[src/rtl/score_digit_reader.sv]
// Streams a snapshotted packed-BCD score one digit per valid/ready handshake, MSD first, with blank/last flags.
// SCORE_READER_HISCORE_EN builds the high-score register and the new_high pulse; otherwise both outputs are tied to 0.
module score_digit_reader #(
  parameter int DIGITS = 4,
  localparam int IW = $clog2(DIGITS)
) (
  input  logic                  clk,
  input  logic                  resetN,
  input  logic [DIGITS*4-1:0]   score,
  input  logic                  start,
  output logic                  digit_valid,
  input  logic                  digit_ready,
  output logic [3:0]            digit,
  output logic [IW-1:0]         digit_idx,
  output logic                  digit_blank,
  output logic                  digit_last,
  output logic                  busy,
  output logic                  done,
  output logic                  bcd_err,
  output logic [DIGITS*4-1:0]   hi_score,
  output logic                  new_high
);

  typedef enum logic {IDLE, SEND} state_t;

  state_t                  state;
  logic [DIGITS-1:0][3:0]  shadow;
  logic [DIGITS-1:0][3:0]  score_d;
  logic [IW-1:0]           idx;
  logic                    done_r;
  logic                    err_r;
  logic                    snap_err;
  logic                    accept;
  logic [DIGITS-1:0]       zero_above;

  assign score_d = score;
  assign accept  = (state == IDLE) && start;

  always_comb begin
    snap_err = 1'b0;
    for (int i = 0; i < DIGITS; i++) begin
      if (score_d[i] > 4'd9) snap_err = 1'b1;
    end
  end

  // zero_above[i]: shadow digits i..DIGITS-1 are all zero
  always_comb begin
    logic z;
    z          = 1'b1;
    zero_above = '0;
    for (int i = DIGITS - 1; i >= 0; i--) begin
      z             = z & (shadow[i] == 4'd0);
      zero_above[i] = z;
    end
  end

  always_ff @(posedge clk or negedge resetN) begin
    if (!resetN) begin
      state  <= IDLE;
      shadow <= '0;
      idx    <= '0;
      done_r <= 1'b0;
      err_r  <= 1'b0;
    end else begin
      done_r <= 1'b0;
      case (state)
        IDLE: begin
          if (start) begin
            shadow <= score_d;
            idx    <= IW'(DIGITS - 1);
            err_r  <= snap_err;
            state  <= SEND;
          end
        end
        SEND: begin
          if (digit_ready) begin
            if (idx == '0) begin
              state  <= IDLE;
              done_r <= 1'b1;
            end else begin
              idx <= idx - IW'(1);
            end
          end
        end
        default: state <= IDLE;
      endcase
    end
  end

  assign busy        = (state == SEND);
  assign digit_valid = busy;
  assign digit       = busy ? shadow[idx] : 4'd0;
  assign digit_idx   = busy ? idx : '0;
  assign digit_last  = busy && (idx == '0);
  // Digit 0 is never blanked so a zero score still renders as "0"
  assign digit_blank = busy && (idx != '0) && zero_above[idx];
  assign done        = done_r;
  assign bcd_err     = err_r;

`ifdef SCORE_READER_HISCORE_EN
  logic [DIGITS*4-1:0] hi_r;
  logic                nh_r;

  // Raw binary compare matches BCD magnitude order; snapshots with bad digits never qualify
  always_ff @(posedge clk or negedge resetN) begin
    if (!resetN) begin
      hi_r <= '0;
      nh_r <= 1'b0;
    end else begin
      nh_r <= 1'b0;
      if (accept && !snap_err && (score > hi_r)) begin
        hi_r <= score;
        nh_r <= 1'b1;
      end
    end
  end

  assign hi_score = hi_r;
  assign new_high = nh_r;
`else
  assign hi_score = '0;
  assign new_high = 1'b0;
`endif

endmodule

[config.mk]
export PLATFORM = sky130hd
export DESIGN_NAME = score_digit_reader
export DESIGN_NICKNAME = d
export VERILOG_FILES = /design/src/rtl/score_digit_reader.sv
export SDC_FILE = /design/constraint.sdc
export NUM_CORES = 1
export LEC_CHECK = 0
export CAP_MARGIN = 15
export CORE_ASPECT_RATIO = 0.8
export CORE_MARGIN = 1
export CORE_UTILIZATION = 46
export DETAILED_ROUTE_END_ITERATION = 6
export PLACE_DENSITY = 0.94
export SYNTH_ARGS = -nofsm -noshare
export SYNTH_HDL_FRONTEND = slang
export SYNTH_SLANG_ARGS = --single-unit
[constraint.sdc]
create_clock -name clk -period 3.2 [get_ports clk]
set_input_delay 0.32 -clock clk [delete_from_list [all_inputs] [get_ports clk]]
set_output_delay 0.32 -clock clk [all_outputs]
set_load 0.02 [all_outputs]
==> impl_results.md, run 1 <==
- Status: finished clean
- Setup TNS: 0 ns
- Distinct cells, synth: 24
- Met1 usage: 23.47%
- Via density: 5.006
- Max-capacitance violation count: 0
- Starting Density: 48.82%
- DRC errors left: 0
- Seq cells post-synth: 21
- Setup Fix Bufs, Post-CTS: 0
- Mean Syn Cell Area: 11.92 µm²
- Sequence of cells on the critical path: inv_1, ha_1, nor4_1, nand3b_1, a211oi_1, clkdlybuf4s50_1
- Startpoint Class: flip-flop
- HPWL after detailed placement: 1.746 mm
- Gr ovfl total: 0
- Final nets: 151
- Setup Crit Path Kind: flip-flop to primary output
- Deepest clock path buffer count: 2
- GRT Overall Usage: 17.79%
- Root Driver: clkbuf_4
- Post-Syn Area: 0.001192 mm²
- Final worst-path cycle share: 83.65%
- CTS tree: done
- Unrepaired setup endpoints after global routing: no
- CTS Buf Count: 3
- Leakage power: 0.0006167 µW
- Setup crit end kind: primary output
- # setup viols final: 0
- H-tree levels: 1
- Crit-path max FO: 8
- Vias in the first global route: 805
- Die height: 47.54 µm
- Cell count after synthesis: 100
- Place WS: 0.8353 ns
- Hold buffers post-CTS: 0
- TritonRoute pass-1 iters: 4
- Critical path's largest stage delay: 0.63 ns
- Full die area: 0.002801 mm²
- Vias: 826
- P per Cell Area: 927.3 mW/mm²
- Clk slew on worst S/H paths: 0.11 ns
- Routability Congestion: 0.9055
- Resized cells post-CTS: 0
- Slew Viols, Final: 0
- Number of DRC markers in iteration 0: 28
- Final ANT Viol Nets: 0
- Worst skew pair latency: 0.30 ns
- Area delta synth->final: 22.98%
- Core Util, Final: 60.04%
- Slowest-stage cell, CP: clkdlybuf4s50_1
- Final WL: 2.155 mm
- DR WL/cell: 13.06 µm
- Slew headroom: 41.21%
- Top Ports: 49
- Fin crit period: 2.677 ns
- Input/output buffers: 31
- Worst-Margin Slew: 0.8790 ns
- Worst EP arrival: 2.36 ns
- GR Util met2: 30.68%
- Core Area: 0.002442 mm²
- Horiz. Die Dim: 58.92 µm
- GR Util met3: 5.676%
- Clk sink count: 21
- Register area share after synthesis: 44.07%
- Worst r2r src: idx[0]$_DFFE_PN0P_
- Worst setup margin: 0.5232 ns
- GR peak layer: met2
- Crit. Startpoint: idx[0]$_DFFE_PN0P_
- Syn. warnings: 0
- HP Class: primary input to async pin
- Layout cells sized above 1: 19.38%
- Global-route wire length before repair: 3.594 mm
- Worst VDD drop: 0.3967 mV
- Max Clock Skew: 0.002021 ns
- Ant diodes: 0
- Largest net degree at the start of global routing: 22
- CP required: 2.88 ns
- Fin. Hold Viols: 0
- Antenna violations before repair: 0
- Maximum clock frequency: 373.6 MHz
- # rows: 16
synthesized netlist by cell type, drive strengths merged:
cell type	count	area, µm²
and4	1	8.760
clkbuf	2	7.510
buf	21	168.9
conb	1	3.750
o21a	2	15.01
inv	2	7.510
dfrtp	21	525.5
and3	1	6.260
a211oi	1	7.510
and2	7	45.05
mux2	16	180.2
nand3b	1	7.510
nor2	3	11.26
mux4	4	90.09
nor2b	1	6.260
o21ai	5	25.02
a21oi	3	15.01
ha	1	12.51
nand4b	2	17.52
nand2b	1	6.260
nor4	4	25.02
routing by layer:
layer / part of all wire (%) / wire, µm
met5: 0 / 0
met4: 0.97 / 21
met3: 7.7 / 165
met2: 46 / 994
met1: 45 / 974
worst max-delay path: cells and delay by family (launching register included):
kind | cells | cell delay, ns
buffers and inverters | 2 | 0.74
flip-flops | 1 | 0.56
AND/OR/NAND/NOR | 2 | 0.31
adder cells (fa/ha/maj) | 1 | 0.27
AO/OA/AOI/OAI | 1 | 0.18
where the power goes:
part / total, µW / switching (µW) / internal, µW
Sequential: 527 / 137 / 390
Combinational: 707 / 294 / 413
Clock: 126 / 78.9 / 46.6
registers in the layout (all words and copies together) (netlist names):
name	cells
done	1
shadow	16
busy	1
idx	2
bcd_err	1
path summary, 6_finish.rpt:
kind,cells past startpoint,slack (ns),to
hold / removal,1,0.50,shadow[14]$_DFFE_PN0P_
min in group clk,1,0.56,shadow[10]$_DFFE_PN0P_
setup / recovery,6,0.52,digit_blank
hold reg to reg,1,0.56,shadow[10]$_DFFE_PN0P_
max in group asynchronous,1,2.16,busy$_DFF_PN0_
setup reg to reg,5,1.71,idx[0]$_DFFE_PN0P_
area by class of cell:
type | instances | area [µm²]
clock buffer | 3 | 22.52
clock inverter | 1 | 5.005
fill | 224 | 975.9
inverter | 2 | 7.507
multi-input combinational | 70 | 543.0
sequential | 21 | 525.5
tap | 36 | 45.04
timing repair buffer | 32 | 317.8
cell usage in the layout (no fill, tap or decap), types with 2 or more instances in the layout:
master / count
a21oi_1: 3
and2_1: 6
clkbuf_4: 3
clkdlybuf4s50_1: 31
conb_1: 17
dfrtp_1: 21
inv_1: 2
mux2_2: 15
mux4_2: 4
nand4b_1: 2
nor2_1: 3
nor4_1: 4
o21a_1: 2
o21ai_0: 5
logic make-up after synthesis:
| group | Yosys count | synth area share [%] |
|---|---|---|
| mux | 20 | 22.67 |
| fa+ha+maj | 1 | 1.049 |
| compound gates | 11 | 5.246 |
| simple gates | 21 | 11.23 |
| flops | 21 | 44.07 |
| other cells | 1 | 0.3145 |
| buf+inv | 25 | 15.43 |
stage by stage:
step | std cells | instance area (µm²) | hold WS [ns] | power (µW)
after global placement | 161 | 1439 | 0.5131 | 1208
after floorplan | 116 | 1252 | 0.02441 | 992.8
after global routing | 165 | 1466 | 0.5622 | 1445
after detailed placement | 161 | 1439 | 0.5272 | 1238
final | 165 | 1466 | 0.5038 | 1360
after CTS | 165 | 1466 | 0.5483 | 1363
(Power assumes the default switching activity.)
==> inputs of run 2 (changes only) <==
--- a/config.mk
+++ b/config.mk
@@ -8,9 +8,9 @@
 export CAP_MARGIN = 15
 export CORE_ASPECT_RATIO = 0.8
 export CORE_MARGIN = 1
-export CORE_UTILIZATION = 46
+export CORE_UTILIZATION = 38
 export DETAILED_ROUTE_END_ITERATION = 6
-export PLACE_DENSITY = 0.94
+export PLACE_DENSITY = 0.84
 export SYNTH_ARGS = -nofsm -noshare
 export SYNTH_HDL_FRONTEND = slang
 export SYNTH_SLANG_ARGS = --single-unit
==> constraint.sdc (replaced) <==
create_clock -name clk -period 2.3 [get_ports clk]
set_input_delay 0.23 -clock clk [delete_from_list [all_inputs] [get_ports clk]]
set_output_delay 0.23 -clock clk [all_outputs]
set_load 0.02 [all_outputs]
==> run 2 against run 1 <==
Effect of this change: register-to-register slack worse by 0.86 ns; clock skew fell by 0.00054 ns; power rose by 46%; clock-buffer cell count stayed put; via count increased by 1.1%; clock power increased by 83%; non-clock buffer count increased by 3; setup slack worse by 0.44 ns; cell area increased by 3.1%; sequential cell count unchanged.
==> impl_results.md, run 2 (same netlist as run 1, synthesis figures left out) <==
- Status: finished clean (unchanged)
- Starting Density: 41.53% (was 48.82%)
- Crit-path max FO: 7 (was 8)
- Slew Viols, Final: 0 (unchanged)
- Largest net degree at the start of global routing: 22 (unchanged)
- DR WL/cell: 13.99 µm (was 13.06 µm)
- Antenna violations before repair: 0 (unchanged)
- Vias: 835 (was 826)
- Global-route wire length before repair: 3.919 mm (was 3.594 mm)
- CTS tree: done (unchanged)
- Fin. Hold Viols: 0 (unchanged)
- Register with the most flip-flops: shadow (unchanged)
- # setup viols final: 0 (unchanged)
- Final WL: 2.378 mm (was 2.155 mm)
- Largest registers: shadow: 16 flops, idx: 2 flops (unchanged)
- Switching power total: 729.8 µW (was 509.4 µW)
- Max Clock Skew: 0.001481 ns (was 0.002021 ns)
- Logic pwr share: 52.9% (was 52.0%)
- DRC errors left: 0 (unchanged)
- Final nets: 154 (was 151)
- Crit. Startpoint: idx[0]$_DFFE_PN0P_ (unchanged)
- Seq pwr share: 35.5% (was 38.8%)
- Area of the multi-input gates: 543.0 µm² (unchanged)
- Switching share of power: 36.74% (was 37.46%)
- Commonest non-fill, non-tap cell in the layout: clkdlybuf4s50_1 (unchanged)
- Vias in the first global route: 857 (was 805)
- Most frequent cells in the layout: clkdlybuf4s50_1 (29), dfrtp_1 (21), conb_1 (17) (was clkdlybuf4s50_1 (31), dfrtp_1 (21), conb_1 (17))
- Root Driver: clkbuf_8 (was clkbuf_4)
- Gr ovfl total: 0 (unchanged)
- Die height: 52.10 µm (was 47.54 µm)
- Fillers: 249 (was 224)
- Fin crit period: 2.221 ns
- Area delta synth->final: 26.76% (was 22.98%)
- HP Class: primary input to async pin (unchanged)
- Clk sink count: 21 (unchanged)
- Via density: 4.912 (was 5.006)
- Layout cells sized above 1: 21.21% (was 19.38%)
- CTS Buf Count: 3 (unchanged)
- Worst r2r src: busy$_DFF_PN0_ (was idx[0]$_DFFE_PN0P_)
- H-tree levels: 1 (unchanged)
- Final Cell Area: 0.001511 mm² (was 0.001466 mm²)
- Setup Fix Bufs, Post-CTS: 0 (unchanged)
- CP required: 2.07 ns (was 2.88 ns)
- Input/output buffers: 31 (unchanged)
- Routability Congestion: 0.8942 (was 0.9055)
- Leakage power: 0.0006546 µW (was 0.0006167 µW)
- Setup crit end kind: primary output (unchanged)
- # rows: 17 (was 16)
- P per Cell Area: 1314 mW/mm² (was 927.3 mW/mm²)
- HPWL after detailed placement: 1.926 mm (was 1.746 mm)
- Core Util, Final: 52.64% (was 60.04%)
- Startpoint Class: flip-flop (unchanged)
- Full die area: 0.003367 mm² (was 0.002801 mm²)
- Clk slew on worst S/H paths: 0.07 ns (was 0.11 ns)
- Total placed instance area: 0.001464 mm² (was 0.001439 mm²)
- Horiz. Die Dim: 64.63 µm (was 58.92 µm)
- Setup Crit Path Kind: flip-flop to primary output (unchanged)
- Setup TNS: 0 ns (unchanged)
- Core Area: 0.002872 mm² (was 0.002442 mm²)
- Worst EP arrival: 1.99 ns (was 2.36 ns)
- Deepest clock path buffer count: 2 (unchanged)
- Unrepaired setup endpoints after global routing: no (unchanged)
- Storage cell area: 525.5 µm² (unchanged)
- Top Ports: 49 (unchanged)
- Power share of the clock group: 11.6% (was 9.2%)
- R2r worst-path depth: 3 (was 5)
- Maximum clock frequency: 450.1 MHz
- Number of DRC markers in iteration 0: 17 (was 28)
- P_int: 1257 µW (was 850.4 µW)
- GRT Overall Usage: 15.47% (was 17.79%)
- Max reg flops: 16 (unchanged)
- TritonRoute pass-1 iters: 4 (unchanged)
- Final ANT Viol Nets: 0 (unchanged)
- Ant diodes: 0 (unchanged)
- Max-capacitance violation count: 0 (unchanged)
- Final worst-path cycle share: 96.59%
- Worst VDD drop: 0.6291 mV (was 0.3967 mV)
- Worst skew pair latency: 0.25 ns (was 0.30 ns)
## run 2: cell count changes in the layout (fill, tap and decap cells not counted), sizes merged
cell,before,now
dlygate4sd2,0,1
dlymetal6s2s,0,1
buf,1,4
clkdlybuf4s50,31,29
## run 2: stage by stage
step	instances	total power (µW)	hold slack (ns)	worst slack (ns)
6_report	170	1986	0.3230	0.07851
5_1_grt	170	2101	0.3542	0.02398
2_1_floorplan	116	1381	-0.06559	0.4524
4_1_cts	170	2006	0.3306	0.03768
3_3_place_gp	166	1709	0.5085	0.3356
3_5_place_dp	166	1772	0.5207	0.2210
## run 2: timing repair
| item | in CTS | in global routing |
|---|---|---|
| gates resized for setup | 1 | 1 |
| hold buffers | 0 | 0 |
| cloned | 0 | 0 |
| setup endpoints to repair | 1 | 1 |
| pin swaps | 0 | 0 |
## run 2: area by class of cell
| type | instances | area share, % |
|---|---|---|
| clock buffers | 3 | 2.732 |
| clock inverters | 1 | 0.3311 |
| inverters | 2 | 0.4967 |
| multi-input cells | 70 | 35.93 |
| flip-flops and latches | 21 | 34.77 |
| well taps | 38 | 3.146 |
| repair buffers | 35 | 22.60 |
## run 2: path summary, 6_finish.rpt
| path | endpoint | slack (ns) |
|---|---|---|
| max | digit[0] | 0.08 |
| min | bcd_err$_DFFE_PN0P_ | 0.32 |
| max reg2reg | shadow[8]$_DFFE_PN0P_ | 0.85 |
| min reg2reg | shadow[13]$_DFFE_PN0P_ | 0.54 |
| max in group asynchronous | shadow[15]$_DFFE_PN0P_ | 1.77 |
| min in group clk | shadow[13]$_DFFE_PN0P_ | 0.54 |
## run 2: layer usage
metal | vias to the layer above | routed length [µm] | part of all wire [%] | global-route usage, %
met5 | - | 0 | 0 | 0
li1 | 380 | - | - | -
met2 | 41 | 1264 | 53 | 28.95
met1 | 410 | 989 | 42 | 17.84
met3 | 4 | 120 | 5.0 | 4.825
met4 | 0 | 4 | 0.17 | 1.852
## run 2: power groups by stage
stage          clock, µW  sequential, µW  combinational [µW]
3_5_place_dp           0             711                1060
6_report             231             706                1050
5_1_grt              255             728                1120
4_1_cts              238             702                1070
3_3_place_gp           0             691                1020
2_1_floorplan          0             657                 724
## run 2: worst max-delay path: stages, from the launching register on
cell	delay, ns
dfrtp_1	0.35
buf_4	0.17
mux4_2	0.51
and2_1	0.17
clkdlybuf4s50_1	0.53
==> inputs of run 3 (changes only) <==
--- a/config.mk
+++ b/config.mk
@@ -11,6 +11,8 @@
 export CORE_UTILIZATION = 38
 export DETAILED_ROUTE_END_ITERATION = 6
 export PLACE_DENSITY = 0.84
+export SETUP_SLACK_MARGIN = 0.4
+export SKIP_CTS_REPAIR_TIMING = 1
 export SYNTH_ARGS = -nofsm -noshare
 export SYNTH_HDL_FRONTEND = slang
 export SYNTH_SLANG_ARGS = --single-unit
==> run 3 against run 2 <==
Effect of this change: routed wire length grew 0.93%; final cell count is the same; combinational power is essentially flat; critical path type unchanged; critical endpoint is now digit_blank; highest routed layer is now met3.
==> impl_results.md, run 3 (same netlist as run 1, synthesis figures left out) <==
- Status: finished clean (unchanged)
- Worst EP arrival: 1.72 ns (was 1.99 ns)
- Setup TNS: 0 ns (unchanged)
- Max reg flops: 16 (unchanged)
- Layout cells sized above 1: 23.48% (was 21.21%)
- Final ANT Viol Nets: 0 (unchanged)
- Most frequent cells in the layout: clkdlybuf4s50_1 (25), dfrtp_1 (20), conb_1 (17) (was clkdlybuf4s50_1 (29), dfrtp_1 (21), conb_1 (17))
- Largest registers: shadow: 16 flops, idx: 2 flops (unchanged)
- GR peak layer: met2 (unchanged)
- Startpoint Class: flip-flop (unchanged)
- Seq pwr share: 36.0% (was 35.5%)
- Power share of the clock group: 11.6% (about the same)
- Fillers: 246 (was 249)
- Final Cell Area: 0.001525 mm² (was 0.001511 mm²)
- Fin crit period: 1.950 ns (was 2.221 ns)
- GRT Overall Usage: 15.47% (unchanged)
- Leakage power: 0.0007023 µW (was 0.0006546 µW)
- Core Area: 0.002872 mm² (unchanged)
- Logic pwr share: 52.4% (was 52.9%)
- Setup Crit Path Kind: flip-flop to primary output (unchanged)
- Final nets: 154 (unchanged)
- TritonRoute pass-1 iters: 4 (unchanged)
- Clk sink count: 21 (unchanged)
- CTS Buf Count: 3 (unchanged)
- HP Class: primary input to async pin (unchanged)
- Number of DRC markers in iteration 0: 22 (was 17)
- H-tree levels: 1 (unchanged)
- Horiz. Die Dim: 64.63 µm (unchanged)
- Max-capacitance violation count: 0 (unchanged)
- Top Ports: 49 (unchanged)
- Final worst-path cycle share: 84.79% (was 96.59%)
- Area delta synth->final: 27.91% (was 26.76%)
- Vias: 836 (was 835)
- Worst skew pair latency: 0.25 ns (about the same)
- Via density: 4.918 (was 4.912)
- Clk slew on worst S/H paths: 0.07 ns (about the same)
- Largest net degree at the start of global routing: 22 (unchanged)
- Switching power total: 735.5 µW (was 729.8 µW)
- GR Util met2: 28.95% (unchanged)
- Root Driver: clkbuf_8 (unchanged)
- GR Util met3: 4.825% (unchanged)
- DRC errors left: 0 (unchanged)
- P per Cell Area: 1300 mW/mm² (was 1314 mW/mm²)
- P_int: 1248 µW (was 1257 µW)
- Gr ovfl total: 0 (unchanged)
- Vias in the first global route: 857 (unchanged)
- Unrepaired setup endpoints after global routing: yes (was no)
- # rows: 17 (unchanged)
- Commonest non-fill, non-tap cell in the layout: clkdlybuf4s50_1 (unchanged)
- CP required: 2.07 ns (about the same)
- Maximum clock frequency: 512.8 MHz (was 450.1 MHz)
- CTS tree: done (unchanged)
- HPWL after detailed placement: 1.926 mm (unchanged)
- Register with the most flip-flops: shadow (unchanged)
- Deepest clock path buffer count: 2 (unchanged)
- Final WL: 2.400 mm (was 2.378 mm)
- Ant diodes: 0 (unchanged)
- Global-route wire length before repair: 3.919 mm (unchanged)
- Routability Congestion: 0.8942 (unchanged)
- Total placed instance area: 0.001464 mm² (unchanged)
- Antenna violations before repair: 0 (unchanged)
- Input/output buffers: 31 (unchanged)
- Switching share of power: 37.09% (was 36.74%)
- Worst hold margin: 0.3230 ns (about the same)
- Max Clock Skew: 0.001461 ns (was 0.001481 ns)
- Fin. Hold Viols: 0 (unchanged)
- Met1 usage: 17.84% (unchanged)
- Crit-path max FO: 6 (was 7)
- Worst VDD drop: 0.6358 mV (was 0.6291 mV)
- Full die area: 0.003367 mm² (unchanged)
- # setup viols final: 0 (unchanged)
- Power Total: 1983 µW (was 1986 µW)
- Die height: 52.10 µm (unchanged)
- Starting Density: 41.53% (unchanged)
- DR WL/cell: 14.12 µm (was 13.99 µm)
- Setup crit end kind: primary output (unchanged)
- Slew Viols, Final: 0 (unchanged)
## run 3: changes by cell type in the layout (fill, tap and decap cells not counted), sizes merged
cell | previous run | this run
clkdlybuf4s50 | 29 | 25
dlymetal6s2s | 1 | 5
clkbuf | 3 | 4
dlygate4sd2 | 1 | 0
## run 3: worst max-delay path, cell delays in order, from the launching register on
cell and delay [ns]:
dfrtp_1 0.35, inv_1 0.06, ha_1 0.26, nor4_1 0.22, nand3b_1 0.13, a211oi_1 0.23, clkbuf_2 0.22
## run 3: layout make-up
type	instances	area (µm²)	area share, %
Tap cell	38	47.55	3.117
Sequential cell	21	526.8	34.54
Inverter	2	7.507	0.4922
Clock buffer	3	41.29	2.707
Clock inverter	1	5.005	0.3281
Timing Repair Buffer	35	347.8	22.81
Multi-Input combinational cell	70	549.3	36.01
## run 3: path summary, 6_finish.rpt
kind / start / slack, ns / cells past startpoint / end
worst max-delay path: idx[0]$_DFFE_PN0P_ / 0.35 / 6 / digit_blank
worst min-delay path: resetN / 0.32 / 2 / bcd_err$_DFFE_PN0P_
worst max register to register: busy$_DFF_PN0_ / 0.92 / 3 / shadow[8]$_DFFE_PN0P_
worst min register to register: shadow[13]$_DFFE_PN0P_ / 0.54 / 1 / shadow[13]$_DFFE_PN0P_
max in group asynchronous: resetN / 1.75 / 2 / busy$_DFF_PN0_
min in group clk: shadow[13]$_DFFE_PN0P_ / 0.54 / 1 / shadow[13]$_DFFE_PN0P_
## run 3: through the flow
step | instances | utilization (%) | setup WS [ns]
after floorplan | 116 | - | 0.4524
after global placement | 166 | 50.98 | 0.3356
after detailed placement | 166 | 50.98 | 0.2210
after CTS | 170 | 52.59 | -0.06083
after global routing | 170 | 53.12 | 0.2969
final | 170 | 53.12 | 0.3499
## run 3: per-layer routing
layer | routed length, µm | part of all wire [%]
met5 | 0 | 0
met3 | 134 | 5.6
met1 | 968 | 40
met4 | 0 | 0
met2 | 1298 | 54
## run 3: power groups by stage
stage	clock, µW	combinational, µW	sequential [µW]
4_1_cts	238	1070	702
2_1_floorplan	0	724	657
6_report	231	1040	713
3_5_place_dp	0	1060	711
3_3_place_gp	0	1020	691
5_1_grt	255	1110	737
